<file path="src/rtl/muldiv_pkg.sv">
// Shared encodings and sizing for the iterative multiply/divide unit.
// The unit and its sign-fix helper import this package.
package muldiv_pkg;

  localparam int MD_W = 32;

  localparam logic [1:0] OP_MULT  = 2'b00;
  localparam logic [1:0] OP_MULTU = 2'b01;
  localparam logic [1:0] OP_DIV   = 2'b10;
  localparam logic [1:0] OP_DIVU  = 2'b11;

  localparam logic [1:0] S_IDLE = 2'd0;
  localparam logic [1:0] S_ITER = 2'd1;
  localparam logic [1:0] S_FIX  = 2'd2;

  function automatic int cnt_width(input int w);
    return (w > 1) ? $clog2(w) : 1;
  endfunction

  localparam int CNT_W = cnt_width(MD_W);

endpackage

</file>
<file path="src/rtl/dffre.sv">
// Register with synchronous active-high reset and load enable.
module dffre #(
  parameter int W = 32
) (
  input  logic         clk,
  input  logic         r,
  input  logic         en,
  input  logic [W-1:0] d,
  output logic [W-1:0] q
);

  always_ff @(posedge clk) begin
    if (r) begin
      q <= '0;
    end else if (en) begin
      q <= d;
    end
  end

endmodule

</file>
<file path="src/rtl/muldiv_signfix.sv">
// Turns the raw magnitude result into architectural HI/LO values:
// sign correction for signed ops and the divide-by-zero override.
module muldiv_signfix #(
  parameter int W = 32
) (
  input  logic [2*W-1:0] raw,
  input  logic           is_div,
  input  logic           qsign,
  input  logic           rsign,
  input  logic           divzero,
  input  logic [W-1:0]   raw_a,
  output logic [W-1:0]   hi_nx,
  output logic [W-1:0]   lo_nx
);

  logic [2*W-1:0] prod;
  logic [W-1:0]   quo;
  logic [W-1:0]   rem;

  assign prod = qsign ? -raw : raw;
  assign quo  = raw[W-1:0];
  assign rem  = raw[2*W-1:W];

  always_comb begin
    hi_nx = prod[2*W-1:W];
    lo_nx = prod[W-1:0];
    if (is_div) begin
      if (divzero) begin
        hi_nx = raw_a;
        lo_nx = '1;
      end else begin
        hi_nx = rsign ? -rem : rem;
        lo_nx = qsign ? -quo : quo;
      end
    end
  end

endmodule

</file>
<file path="src/rtl/muldiv_unit.sv">
// Iterative MULT/MULTU/DIV/DIVU unit owning HI/LO: W shift-add or
// restoring-divide steps on magnitudes, then one sign-fix cycle.
module muldiv_unit
  import muldiv_pkg::*;
#(
  parameter int W = MD_W
) (
  input  logic         clk,
  input  logic         r,
  input  logic         start,
  input  logic [1:0]   op,
  input  logic [W-1:0] a,
  input  logic [W-1:0] b,
  input  logic         mthi,
  input  logic         mtlo,
  input  logic [W-1:0] wdata,
  output logic         busy,
  output logic         done,
  output logic [W-1:0] hi,
  output logic [W-1:0] lo
);

  localparam int CW = (W == MD_W) ? CNT_W : cnt_width(W);

  logic [1:0]     state_q, state_d;
  logic [CW-1:0]  cnt_q, cnt_d;
  logic [2*W-1:0] acc_q, acc_d;
  logic [W-1:0]   opb_q, opb_d;
  logic [W-1:0]   raw_a_q, raw_a_d;
  logic           is_div_q, is_div_d;
  logic           qsign_q, qsign_d;
  logic           rsign_q, rsign_d;
  logic           divzero_q, divzero_d;
  logic           busy_q, busy_d;
  logic           done_q, done_d;

  logic           op_signed;
  logic           op_is_mul;
  logic [W-1:0]   a_mag;
  logic [W-1:0]   b_mag;
  logic [W:0]     add_sum;
  logic [W:0]     trial;
  logic [W:0]     diff;

  assign op_signed = (op == OP_MULT) || (op == OP_DIV);
  assign op_is_mul = (op == OP_MULT) || (op == OP_MULTU);
  assign a_mag     = (op_signed && a[W-1]) ? -a : a;
  assign b_mag     = (op_signed && b[W-1]) ? -b : b;

  // Multiply: acc = {partial product, remaining multiplier bits}.
  assign add_sum = {1'b0, acc_q[2*W-1:W]} + {1'b0, (acc_q[0] ? opb_q : {W{1'b0}})};
  // Divide: acc = {partial remainder, unconsumed dividend / quotient bits}.
  assign trial   = acc_q[2*W-1:W-1];
  assign diff    = trial - {1'b0, opb_q};

  always_comb begin
    state_d   = state_q;
    cnt_d     = cnt_q;
    acc_d     = acc_q;
    opb_d     = opb_q;
    raw_a_d   = raw_a_q;
    is_div_d  = is_div_q;
    qsign_d   = qsign_q;
    rsign_d   = rsign_q;
    divzero_d = divzero_q;
    case (state_q)
      S_IDLE: begin
        if (start) begin
          state_d   = S_ITER;
          cnt_d     = '0;
          acc_d     = {{W{1'b0}}, a_mag};
          opb_d     = b_mag;
          raw_a_d   = a;
          is_div_d  = !op_is_mul;
          qsign_d   = op_signed && (a[W-1] ^ b[W-1]);
          rsign_d   = op_signed && a[W-1];
          divzero_d = (b == '0);
        end
      end
      S_ITER: begin
        if (is_div_q) begin
          acc_d = diff[W] ? {trial[W-1:0], acc_q[W-2:0], 1'b0}
                          : {diff[W-1:0], acc_q[W-2:0], 1'b1};
        end else begin
          acc_d = {add_sum, acc_q[W-1:1]};
        end
        cnt_d = cnt_q + 1'b1;
        if (cnt_q == CW'(W - 1)) begin
          state_d = S_FIX;
        end
      end
      S_FIX:   state_d = S_IDLE;
      default: state_d = S_IDLE;
    endcase
    busy_d = (state_d != S_IDLE);
    done_d = (state_q == S_FIX);
  end

  always_ff @(posedge clk) begin
    if (r) begin
      state_q   <= S_IDLE;
      cnt_q     <= '0;
      acc_q     <= '0;
      opb_q     <= '0;
      raw_a_q   <= '0;
      is_div_q  <= 1'b0;
      qsign_q   <= 1'b0;
      rsign_q   <= 1'b0;
      divzero_q <= 1'b0;
      busy_q    <= 1'b0;
      done_q    <= 1'b0;
    end else begin
      state_q   <= state_d;
      cnt_q     <= cnt_d;
      acc_q     <= acc_d;
      opb_q     <= opb_d;
      raw_a_q   <= raw_a_d;
      is_div_q  <= is_div_d;
      qsign_q   <= qsign_d;
      rsign_q   <= rsign_d;
      divzero_q <= divzero_d;
      busy_q    <= busy_d;
      done_q    <= done_d;
    end
  end

  logic [W-1:0] fix_hi;
  logic [W-1:0] fix_lo;
  logic         in_fix;
  logic         in_idle;
  logic         hi_en;
  logic         lo_en;

  muldiv_signfix #(.W(W)) u_signfix (
    .raw     (acc_q),
    .is_div  (is_div_q),
    .qsign   (qsign_q),
    .rsign   (rsign_q),
    .divzero (divzero_q),
    .raw_a   (raw_a_q),
    .hi_nx   (fix_hi),
    .lo_nx   (fix_lo)
  );

  assign in_fix  = (state_q == S_FIX);
  assign in_idle = (state_q == S_IDLE);
  assign hi_en   = in_fix || (in_idle && mthi);
  assign lo_en   = in_fix || (in_idle && mtlo);

  dffre #(.W(W)) u_hi (
    .clk (clk),
    .r   (r),
    .en  (hi_en),
    .d   (in_fix ? fix_hi : wdata),
    .q   (hi)
  );

  dffre #(.W(W)) u_lo (
    .clk (clk),
    .r   (r),
    .en  (lo_en),
    .d   (in_fix ? fix_lo : wdata),
    .q   (lo)
  );

  assign busy = busy_q;
  assign done = done_q;

endmodule

</file>
<file path="config.mk">
export PLATFORM = sky130hd
export DESIGN_NAME = muldiv_unit
export DESIGN_NICKNAME = d
export VERILOG_FILES = /design/src/rtl/muldiv_pkg.sv /design/src/rtl/dffre.sv /design/src/rtl/muldiv_signfix.sv /design/src/rtl/muldiv_unit.sv
export SDC_FILE = /design/constraint.sdc
export NUM_CORES = 1
export LEC_CHECK = 0
export ABC_CLOCK_PERIOD_IN_PS = 4700
export BUFFER_PORTS_ARGS = -buffer_cell sky130_fd_sc_hd__buf_4
export CAP_MARGIN = 20
export CORE_MARGIN = 2
export CORE_UTILIZATION = 61
export DETAILED_ROUTE_END_ITERATION = 16
export PLACE_DENSITY_LB_ADDON = 0.08
export SLEW_MARGIN = 40
export SYNTH_ARGS = -nofsm -noshare
export SYNTH_HDL_FRONTEND = slang
export SYNTH_SLANG_ARGS = --single-unit
</file>
<file path="constraint.sdc">
create_clock -name clk -period 4.7 [get_ports clk]
set_clock_uncertainty 0.05 [all_clocks]
set_input_delay 0.235 -clock clk [delete_from_list [all_inputs] [get_ports clk]]
set_output_delay 0.235 -clock clk [all_outputs]
set_load 0.05 [all_outputs]
</file>
== Word-level counts from Yosys, hierarchy flattened ==
Index checks and enable logic that the tools add are counted.
Storage, ports and cells
  register bits: 205
  output and inout port bits: 66
  bits of input ports: 103
Cells by class
  equal/unequal tests: 6
  add/subtract/negate cells: 8
  reduce and logical (&&, ||, !) cells: 17
  bitwise operators: 1
  multiplexer cells: 21
Operators by type and width (number)
  $mux W32: 11
  $mux W64: 4
  $neg A32 Y32: 4
  $pmux W64 S2: 1
  $neg A64 Y64: 1
  $add A32 B32 Y33: 1
  $sub A33 B32 Y33: 1
  $logic_not A32 Y1: 1
  $pmux W5 S2: 1
  $add A5 B1 Y5 const B: 1
  $eq A5 B5 Y1 const B: 1
  $logic_and A1 B1 Y1: 5
  $mux W5: 1
  $eq A2 B1 Y1 const B: 2
  $eq A2 B2 Y1 const B: 2
  $logic_not A2 Y1: 2
  $logic_or A1 B1 Y1: 4
  $mux W2: 2
  $pmux W2 S2: 1
  $reduce_and A2 Y1: 2
  $reduce_bool A2 Y1: 2
  $ne A2 B2 Y1 const B: 1
  $logic_not A1 Y1: 1
  $xor A1 B1 Y1: 1

== Logic depth before layout (Yosys ltp) ==
  word-level depth: 6
  gate-level depth with buffers: 14

== By module ==
A second synthesis with hierarchy kept.
Second synthesis, totals
  cells, all modules: 2336
  area total of the unflattened synthesis: 17015.1 µm²
By module, submodules not included
  muldiv_unit: area an instance 11581.1 µm², cells an instance 1609, sequential area each 2822.7 µm², times used 1
  muldiv_signfix: area an instance 3106.7 µm², cells an instance 521, sequential area each 0.0 µm², times used 1
  dffre: area an instance 1163.6 µm², cells an instance 103, sequential area each 640.6 µm², times used 2

== Least setup slack after synthesis ==
Ideal clock, no wire load.
  path type: flip-flop to flip-flop
  start: register acc_q[32]
  end: register acc_q[40]
  path slack: 1040 ps
  arrival: 3493 ps
  stages on the path, launching flop included: 15
  cells stage by stage: dfxtp_1 clkbuf_1 inv_1 fa_1 nor2b_1 o31ai_1 a211o_1 nand2_1 a21bo_2 a41o_1 xor2_1 clkbuf_1 mux2i_1 a21oi_1 a22o_1
On the way
  word-level cells in the longest chain between the ends: 4
RTL lines
  start, declared: line muldiv_unit.sv:27  | logic [2*W-1:0] acc_q, acc_d;
  start signal, assigned: line muldiv_unit.sv:103  | acc_q <= '0;
  start signal, assigned: line muldiv_unit.sv:115  | acc_q <= acc_d;
  $sub A33 B32 Y33: line muldiv_unit.sv:54  | assign diff = trial - {1'b0, opb_q};
  $mux W64: line muldiv_unit.sv:82  | acc_d = diff[W] ? {trial[W-1:0], acc_q[W-2:0], 1'b0}
  $mux W64 (*): line muldiv_unit.sv:81  | if (is_div_q) begin
  $pmux W64 S2 (*): line muldiv_unit.sv:66  | case (state_q)
Every way passes the cells marked *; elsewhere a longest branch is shown, timed or not.
A chain may end at the register's enable or synchronous reset.

== Worst setup path in the final report ==
  start: register acc_q[0]
  end: register acc_q[63]
On the way
  word-level cells in the longest chain between the ends: 4
RTL lines
  $mux W32: line muldiv_unit.sv:51  | assign add_sum = {1'b0, acc_q[2*W-1:W]} + {1'b0, (acc_q[0] ? opb_q : {W{1'b0}})};
  $add A32 B32 Y33: line muldiv_unit.sv:51
  $mux W64: line muldiv_unit.sv:81
  $pmux W64 S2: line muldiv_unit.sv:66
No other way between the ends.

==> impl_metrics.json <==
{
  "status": "finished, final reports clean",
  "clock_path_buffers": 3,
  "die_width_um": 165.3,
  "cts_resized": 0,
  "post-route-period-util_pct": 85.52,
  "place.gp.congestion": 1.011,
  "avgSynthCellArea_sq_um": 7.381,
  "htreeDepth": 1,
  "rsz0062_at_grt": "no",
  "final_nets": 2432,
  "crit_fanout": 27,
  "worstHoldEndpoint": "opb_q[29]",
  "antenna_found_initial": 2,
  "slew_headroom_pct": 43.58,
  "viasPerCell": 6.589,
  "ys_seq_area_share_pct": 25.87,
  "reg2reg_depth": 14,
  "ctsHoldBuffers": 60,
  "tightest_slew_ns": 0.8446,
  "hold_viol": 0,
  "slowest_delay_ns": 0.49,
  "synth_seq_cells": 205,
  "ys_types": 68,
  "n_antenna_cell": 0,
  "r2r_start": "acc_q[0]",
  "io_pins": 169,
  "r2r-end": "acc_q[63]",
  "fp-row-count": 59,
  "cts_tree": "done",
  "drt_iter0_markers": 2462,
  "crit_type": "register to register",
  "met1_length_um": 23500,
  "end_kind": "register",
  "drv_cap": 0,
  "numCtsBuffers": 23,
  "cts_setup_buffers": 0,
  "syn-num-nets": 2324,
  "met3_length_um": 7056,
  "drc_errors": 0,
  "peakVddDrop_mv": 0.2713,
  "start_util_pct": 61.57,
  "hold_class": "input port to register",
  "crit_arrival_ns": 4.39,
  "dr_wl_met2_um": 24790,
  "dp_hpwl_um": 41940,
  "yosysWarningCount": 0,
  "syn-cell-area_sq_um": 15860,
  "clkTransAtPathRegs_ns": 0.06,
  "placed_area_sq_um": 17190,
  "period_needed_ns": 4.020,
  "crit_buf_inv": 3,
  "required_ns": 5.07,
  "p_leak_nw": 7.534,
  "drive_gt1_share_pct": 12.27,
  "power.total_mw": 5.616,
  "worstHoldPathCells": 3,
  "wl_per_cell_um": 21.98,
  "synth_top_flop_cell": "dfxtp_1",
  "ant_nets": 0,
  "synthesis.instances": 2149,
  "cts_sinks": 205,
  "dieArea_sq_um": 27310,
  "core_sq_um": 25760,
  "finalWirelength_um": 57330,
  "crit_path_start_kind": "register",
  "grt_pass1_wl_um": 86450,
  "grt_pass1_vias": 15470,
  "firstDrtPassIters": 7,
  "ys_async_sr_fraction_pct": 0,
  "die_height_um": 165.3,
  "setup_viol": 0,
  "topRoutingLayerUsed": "met4",
  "critical_path.cell_chain": "inv_1 > buf_4 > nor2_1 > ha_1 > inv_1 > nor2_1 > o311ai_0 > a21oi_1 > o21ai_0 > a21oi_1 > a31oi_1 > o221ai_1 > a211oi_1 > o21ai_0",
  "slew_viol_final": 0,
  "cp_slowest_cell": "o311ai_0",
  "clkLatencyLatePin_ns": 0.55,
  "cts_root_buf": "clkbuf_16",
  "critical-path-top-delay-family": "compound AO/OA/AOI/OAI gates",
  "synthToLayoutAreaGrowth_pct": 17.52,
  "tns_ns": 0,
  "post-route-util_pct": 72.35,
  "synth_edf_count": 0,
  "grt_max_degree": 95,
  "r2r_slack_ns": 0.68,
  "clock.fmax_mhz": 248.8,
  "via_count": 17190,
  "track_usage_pct": 40.54,
  "power.density_nw_per_um2": 301.3,
  "min_from": "b[29]",
  "gr-total-overflow": 0,
  "numPortBuffers": 168,
  "design_area_sq_um": 18640
}
## registers in the layout, summed over array words and instances (netlist names), 2 cells and up
name / count
acc_q: 64
opb_q: 32
raw_a_q: 32
u_lo.q: 32
state_q: 2
cnt_q: 5
u_hi.q: 32
## synthesized netlist by cell type, types with 6 or more instances
library cell,number,share of area [%]
or3_1,21,0.83
buf_1,14,0.33
xnor2_1,112,6.2
o21ai_0,126,4.0
mux2i_1,64,4.0
ha_1,70,5.5
a21o_1,34,1.6
clkbuf_1,157,3.7
a22oi_1,16,0.76
inv_1,57,1.3
nand3b_1,6,0.28
a22o_1,8,0.44
nor3b_1,6,0.28
o41ai_1,18,0.99
dfxtp_1,205,26
o21a_1,15,0.71
a32o_1,6,0.38
nand2b_1,18,0.71
nor2_1,196,4.6
and2_1,7,0.28
o31ai_1,31,1.5
nor4_1,21,0.83
or2_2,9,0.35
o221ai_1,38,2.1
a211oi_1,51,2.4
and3_1,8,0.32
nand4_1,11,0.43
nor2b_1,16,0.63
or4_1,23,1.1
a21oi_1,199,6.3
nor3_1,40,1.3
a221oi_1,9,0.50
o211ai_1,39,1.8
a311oi_1,9,0.50
a31oi_1,16,0.63
xor2_1,86,4.7
nand3_1,28,0.88
nand2_1,292,6.9
## worst min-delay path, cell delays in order
cell	delay [ns]
buf_4	0.10
xor2_1	0.14
a211oi_1	0.08
## power by group
group          total [mW]  switching, mW  internal [mW]
combinational        1.54          0.959          0.583
clock                2.06          0.810           1.25
sequential           2.01          0.158           1.86
## logic make-up after synthesis
| group | synth area share (%) |
|---|---|
| AOI/OAI and AO/OA | 26.87 |
| and+or+nand+nor | 20.46 |
| muxes | 4.394 |
| DFF | 25.87 |
| buffers and inverters | 5.695 |
| xor gates and xnor gates | 10.93 |
| adders and majority gates | 5.774 |
## worst max-delay path by stage
stage | start | to | slack [ns] | cells past startpoint
floorplan | acc_q[32] | acc_q[40] | 1.04 | 14
global placement | acc_q[32] | acc_q[37] | 0.92 | 13
detailed placement | acc_q[32] | acc_q[37] | 0.79 | 13
CTS | acc_q[32] | acc_q[40] | 0.77 | 13
global route | acc_q[0] | acc_q[63] | 0.31 | 14
finish | acc_q[0] | acc_q[63] | 0.68 | 14
## per-layer routing
layer,GRT usage (%),vias to the layer above
li1,-,7943
met1,56.31,8002
met2,61.78,1089
met3,9.565,151
met4,13.36,0
met5,0,-
## cell type report
type                    instances  area (sq um)
multi-input cells            1709         10920
flip-flops and latches        205          4113
repair buffers                261          2126
fillers                      2101          7123
clock buffers                  25         593.1
well taps                     335         419.2
clock inverters                16         254.0
inverters                      57         214.0
## cells in the final DEF, fill, tap and decap left out, types with 28 or more instances in the layout
master,n
nor2_1,192
inv_1,57
o221ai_1,38
buf_4,199
dlygate4sd3_1,60
o31ai_1,31
o211ai_1,39
a21oi_1,199
xnor2_1,112
a211oi_1,51
xor2_1,85
nand2_1,290
nand3_1,28
dfxtp_1,202
ha_1,70
mux2i_1,64
o21ai_0,126
nor3_1,39
a21o_1,34
## stage by stage
stage / hold WS [ns] / setup slack [ns] / instances
after floorplan: 0.3210 / 1.040 / 2149
after global placement: 0.3905 / 0.9215 / 2507
after detailed placement: 0.3960 / 0.7911 / 2507
after CTS: 0.00008410 / 0.7699 / 2608
after global routing: 0.02600 / 0.3063 / 2608
final: 0.004210 / 0.6805 / 2608
Note: power is estimated with default switching activity, not from simulation.
